`src/rtl/cdb_arbiter.sv`:
```
// Common Data Bus writeback arbiter.
// Picks one functional-unit result per cycle in round-robin order, registers it
// onto the CDB, and stalls every other requesting FU so it holds its result
// until it wins. Losing requests are never buffered here; the FUs hold them.
module cdb_arbiter #(
    parameter int NUM_FU     = 3,
    parameter int DATA_WIDTH = 32,
    parameter int PREG_WIDTH = 7,
    parameter int ROB_WIDTH  = 4
) (
    input  logic                           clk,
    input  logic                           reset,
    input  logic                           i_flush,
    input  logic [NUM_FU-1:0]              i_fu_valid,
    input  logic [NUM_FU*DATA_WIDTH-1:0]   i_fu_data,
    input  logic [NUM_FU*PREG_WIDTH-1:0]   i_fu_prd,
    input  logic [NUM_FU*ROB_WIDTH-1:0]    i_fu_rob_tag,
    output logic [NUM_FU-1:0]              o_fu_stall,
    output logic                           o_cdb_valid,
    output logic [DATA_WIDTH-1:0]          o_cdb_data,
    output logic [PREG_WIDTH-1:0]          o_cdb_prd,
    output logic [ROB_WIDTH-1:0]           o_cdb_rob_tag,
    output logic [$clog2(NUM_FU)-1:0]      o_cdb_fu_id
);

    localparam int                ID_W    = $clog2(NUM_FU);
    localparam logic [ID_W-1:0]   LAST_ID = ID_W'(NUM_FU - 1);

    logic [ID_W-1:0]       rr_ptr;
    logic [ID_W-1:0]       scan_idx;
    logic [ID_W-1:0]       win_idx;
    logic [ID_W-1:0]       next_ptr;
    logic [NUM_FU-1:0]     grant;
    logic                  any_grant;
    logic                  take;
    logic [DATA_WIDTH-1:0] win_data;
    logic [PREG_WIDTH-1:0] win_prd;
    logic [ROB_WIDTH-1:0]  win_tag;

    // Round-robin scan starting at rr_ptr; the wrap is an explicit compare so
    // a non-power-of-two FU count never visits a nonexistent index.
    always_comb begin
        grant     = '0;
        any_grant = 1'b0;
        win_idx   = '0;
        scan_idx  = rr_ptr;
        for (int i = 0; i < NUM_FU; i++) begin
            if (!any_grant && i_fu_valid[scan_idx]) begin
                grant[scan_idx] = 1'b1;
                any_grant       = 1'b1;
                win_idx         = scan_idx;
            end
            scan_idx = (scan_idx == LAST_ID) ? '0 : scan_idx + 1'b1;
        end
    end

    // One-hot select of the winning FU's result fields.
    always_comb begin
        win_data = '0;
        win_prd  = '0;
        win_tag  = '0;
        for (int k = 0; k < NUM_FU; k++) begin
            if (grant[k]) begin
                win_data = i_fu_data[k*DATA_WIDTH +: DATA_WIDTH];
                win_prd  = i_fu_prd[k*PREG_WIDTH +: PREG_WIDTH];
                win_tag  = i_fu_rob_tag[k*ROB_WIDTH +: ROB_WIDTH];
            end
        end
    end

    // A flush cancels the grant; the pointer only moves past a real winner.
    assign take     = any_grant & ~i_flush;
    assign next_ptr = (win_idx == LAST_ID) ? '0 : win_idx + 1'b1;

    // Losers stall; flush and reset release everyone so flushed results drain.
    assign o_fu_stall = i_fu_valid & ~grant & {NUM_FU{~i_flush & ~reset}};

    // Broadcast register and round-robin pointer.
    always_ff @(posedge clk) begin
        if (reset) begin
            o_cdb_valid   <= 1'b0;
            o_cdb_data    <= '0;
            o_cdb_prd     <= '0;
            o_cdb_rob_tag <= '0;
            o_cdb_fu_id   <= '0;
            rr_ptr        <= '0;
        end else begin
            o_cdb_valid <= take;
            if (take) begin
                o_cdb_data    <= win_data;
                o_cdb_prd     <= win_prd;
                o_cdb_rob_tag <= win_tag;
                o_cdb_fu_id   <= win_idx;
                rr_ptr        <= next_ptr;
            end
        end
    end

endmodule

```
`config.mk`:
```
export PLATFORM = sky130hd
export DESIGN_NAME = cdb_arbiter
export DESIGN_NICKNAME = d
export VERILOG_FILES = /design/src/rtl/cdb_arbiter.sv
export SDC_FILE = /design/constraint.sdc
export NUM_CORES = 1
export LEC_CHECK = 0
export ABC_AREA = 0
export BUFFER_PORTS_ARGS = -buffer_cell sky130_fd_sc_hd__buf_2
export CAP_MARGIN = 5
export CORE_AREA = 4 4 90 92
export CTS_BUF_LIST = sky130_fd_sc_hd__clkbuf_16
export CTS_CLUSTER_SIZE = 20
export DETAILED_ROUTE_END_ITERATION = 16
export DIE_AREA = 0 0 94 96
export GPL_TIMING_DRIVEN = 0
export PLACE_DENSITY = 0.87
export RECOVER_POWER = 50
export SLEW_MARGIN = 10
export SYNTH_ARGS = -nofsm -noshare
export SYNTH_HDL_FRONTEND = slang
export SYNTH_SLANG_ARGS = --single-unit
export TNS_END_PERCENT = 10
```
`constraint.sdc`:
```
create_clock -name clk -period 1.94 [get_ports clk]
set_clock_uncertainty 0.1 [all_clocks]
set_input_delay 0.291 -clock clk [delete_from_list [all_inputs] [get_ports clk]]
set_output_delay 0.291 -clock clk [all_outputs]
set_load 0.1 [all_outputs]
```
==> impl_metrics.json <==
{
  "critPathLaunchType": "flip-flop",
  "setup_viol": 2,
  "synthCells": 318,
  "run_status": "finished with violations",
  "num_antenna_cells": 0,
  "fmax_mhz": 499,
  "syn_area_um2": 3110,
  "gp_congestion": 0.866,
  "internal_power_uw": 2350,
  "crit_type": "reg2out",
  "die_h_um": 96,
  "clkLatencyLatePin_ns": 0.29,
  "relSlewSlack_pct": 50.2,
  "hp-class": "in2reg",
  "clkPwrFrac_pct": 32.8,
  "start_util_pct": 43.2,
  "cap_violations": 0,
  "grtUsageTotal_pct": 23.0,
  "globalRouteOverflowTotal": 0,
  "critPathArrivalTime_ns": 1.61,
  "layout_min_cycle_time_ns": 2.00,
  "ir_drop_mv": 0.430,
  "synth_edf_count": 0,
  "first_pass_iters": 6,
  "timing.final.crit_share_pct": 103,
  "wl_per_cell_um": 18.3,
  "drc_errors": 0,
  "synth_flop_cell": "dfxtp_1",
  "yosysTopAreaCell": "dfxtp_1",
  "cts_buffer_depth": 2,
  "numClockSinks": 48,
  "critPathMaxStageDelay_ns": 0.32,
  "synthArstFlopShare_pct": 0,
  "fillers": 626,
  "finalHoldViolCount": 0,
  "num_rows": 31,
  "pwr-share-comb_pct": 37.8,
  "cts_buffers": 5,
  "cts_hold_buf": 0,
  "setup_slack_ns": -0.0623,
  "ff_latch_area_um2": 961,
  "clkSlewWorstSetupHoldPaths_ns": 0.07,
  "syn_nets": 453,
  "antenna_found_initial": 0,
  "drive_gt1_share_pct": 56.8,
  "viasPerCell": 5.65,
  "final_nets": 645,
  "ys_ff_latch": 48,
  "crit_slowest_cell": "a2111oi_4",
  "cp_max_fo": 10,
  "endpoint_kind": "primary output",
  "grt_pass1_wl_mm": 16.6,
  "area_growth_pct": 42.9,
  "final_antenna_net_count": 0,
  "synth-seq-area-share_pct": 30.9,
  "syn_area_per_cell_um2": 9.79,
  "multi_input_area_um2": 1830,
  "synth.area.top_cells": "dfxtp_1 31%, a2111oi_2 9.2%, and3_1 9.0%, a221oi_2 8.7%, a22oi_2 7.6%",
  "grt_max_degree": 20,
  "worst_slew_pin_slew_ns": 0.747,
  "sw_frac_of_total_pct": 38.3,
  "final_core_util_pct": 61.7,
  "cts_tree": "done",
  "core_um2": 7210,
  "leakagePower_uw": 0.00217,
  "die_w_um": 94,
  "port_buffers": 182,
  "crit_top_cell": "buf_6",
  "htree_levels": 2,
  "critical_path_required_ns": 1.55,
  "clockRootBuffer": "clkbuf_16",
  "synth_cell_types": 40,
  "hpwl_mm": 8.49,
  "drv_slew": 0,
  "rsz0062_at_grt": "yes",
  "cp_cell_sequence": "buf_6 -> nand2b_4 -> clkbuf_8 -> a2111oi_4 -> buf_6",
  "power_density_nw_per_um2": 855,
  "die-area_um2": 9020,
  "violations": "negative setup slack",
  "ios": 184,
  "vias": 3449,
  "synth_top_area_share_pct": 30.9,
  "first_global_vias": 3505,
  "worst_hold_slack_ns": 0.144,
  "totalWireLength_mm": 11.1,
  "synth_warnings": 0,
  "drt_iter0_markers": 130,
  "switchingPower_uw": 1460,
  "p_seq_share_pct": 29.3
}
## worst paths after layout
| path | start | endpoint | slack [ns] | cells past startpoint |
|---|---|---|---|---|
| worst max register to register | rr_ptr[0] | o_cdb_data[12] | 0.04 | 7 |
| worst max-delay path | rr_ptr[0] | o_fu_stall[1] | -0.06 | 5 |
| worst min register to register | o_cdb_fu_id[0] | o_cdb_fu_id[0] | 0.38 | 2 |
| worst min-delay path | i_fu_data[69] | o_cdb_data[5] | 0.14 | 3 |
## registers in the layout, indices dropped and copies added (netlist names)
name,count
o_cdb_data,32
o_cdb_prd,7
o_cdb_rob_tag,4
o_cdb_fu_id,2
rr_ptr,2
o_cdb_valid,1
## power by group through the flow
stage          clock network (µW)  logic [µW]  registers (µW)
5_1_grt                      1310        1510            1130
2_1_floorplan                   0         503            1710
4_1_cts                      1280        1440            1110
6_report                     1250        1440            1120
3_5_place_dp                    0        1430            1140
3_3_place_gp                    0        1400            1130
## per-stage QoR
step | total power (µW) | worst slack, ns | cells | area [µm²] | TNS (ns)
6_report | 3810 | -0.0623 | 610 | 4450 | -0.0661
3_3_place_gp | 2530 | -0.355 | 599 | 4180 | -0.355
4_1_cts | 3830 | -0.0645 | 610 | 4430 | -0.0645
2_1_floorplan | 2220 | -0.390 | 318 | 3150 | -0.390
5_1_grt | 3950 | -0.110 | 610 | 4450 | -0.409
3_5_place_dp | 2560 | -0.366 | 599 | 4180 | -0.366
## synthesized netlist by cell type, drive strengths merged, types with 3 or more instances
library cell,instances
o22ai,20
and3,45
dfxtp,48
nand2,3
a21oi,3
a221oi,23
buf,24
clkbuf,14
a2111oi,24
a22oi,40
o21ai,3
inv,26
nor2,28
## worst max-delay path: cells and delay by family (launching register included)
family | cells | cell delay [ns]
flops | 1 | 0.31
compound gates | 1 | 0.32
simple gates | 1 | 0.14
buf+inv | 3 | 0.55
## layout by cell type, fill, tap and decap left out, types with 2 or more instances in the layout
cell,n
a2111oi_0,3
a2111oi_2,19
a21oi_1,3
a221oi_1,5
a221oi_2,18
a22oi_1,21
a22oi_2,19
and3_1,45
buf_2,141
buf_4,13
buf_6,12
bufinv_16,3
clkbuf_1,10
clkbuf_16,5
clkbuf_2,45
dfxtp_1,48
inv_1,24
inv_2,2
nand2_1,3
nor2_1,27
o22ai_1,20
## layout make-up
class	instances	area share, %
tap	99	2.78
clock inverter	3	2.02
multi-input combinational	206	41.1
sequential	48	21.6
clock buffer	5	2.81
inverter	26	2.19
buffer	36	5.82
timing repair buffer	187	21.6
## cell families after synthesis
family                 count (synthesis)  share of synthesized area (%)
flip-flops                            48                           30.9
AO/OA/AOI/OAI                        122                           42.1
buffers and inverters                 64                           11.5
multiplexers                           1                          0.321
AND/OR/NAND/NOR                       83                           15.3
## per-layer routing
| metal | up-vias | GRT usage, % | share of wire, % |
|---|---|---|---|
| li1 | 1625 | - | - |
| met1 | 1631 | 28.3 | 39 |
| met2 | 169 | 41.0 | 51 |
| met3 | 24 | 3.91 | 7.9 |
| met4 | 0 | 7.34 | 2.3 |
| met5 | - | 0 | 0 |
## timing repair
item,in CTS,in global routing
gates resized for setup,4,7
gates cloned,0,0
setup endpoints to repair,3,26
pin swaps,2,1
setup buffers,5,0
Note: power is estimated with default switching activity, not from simulation.
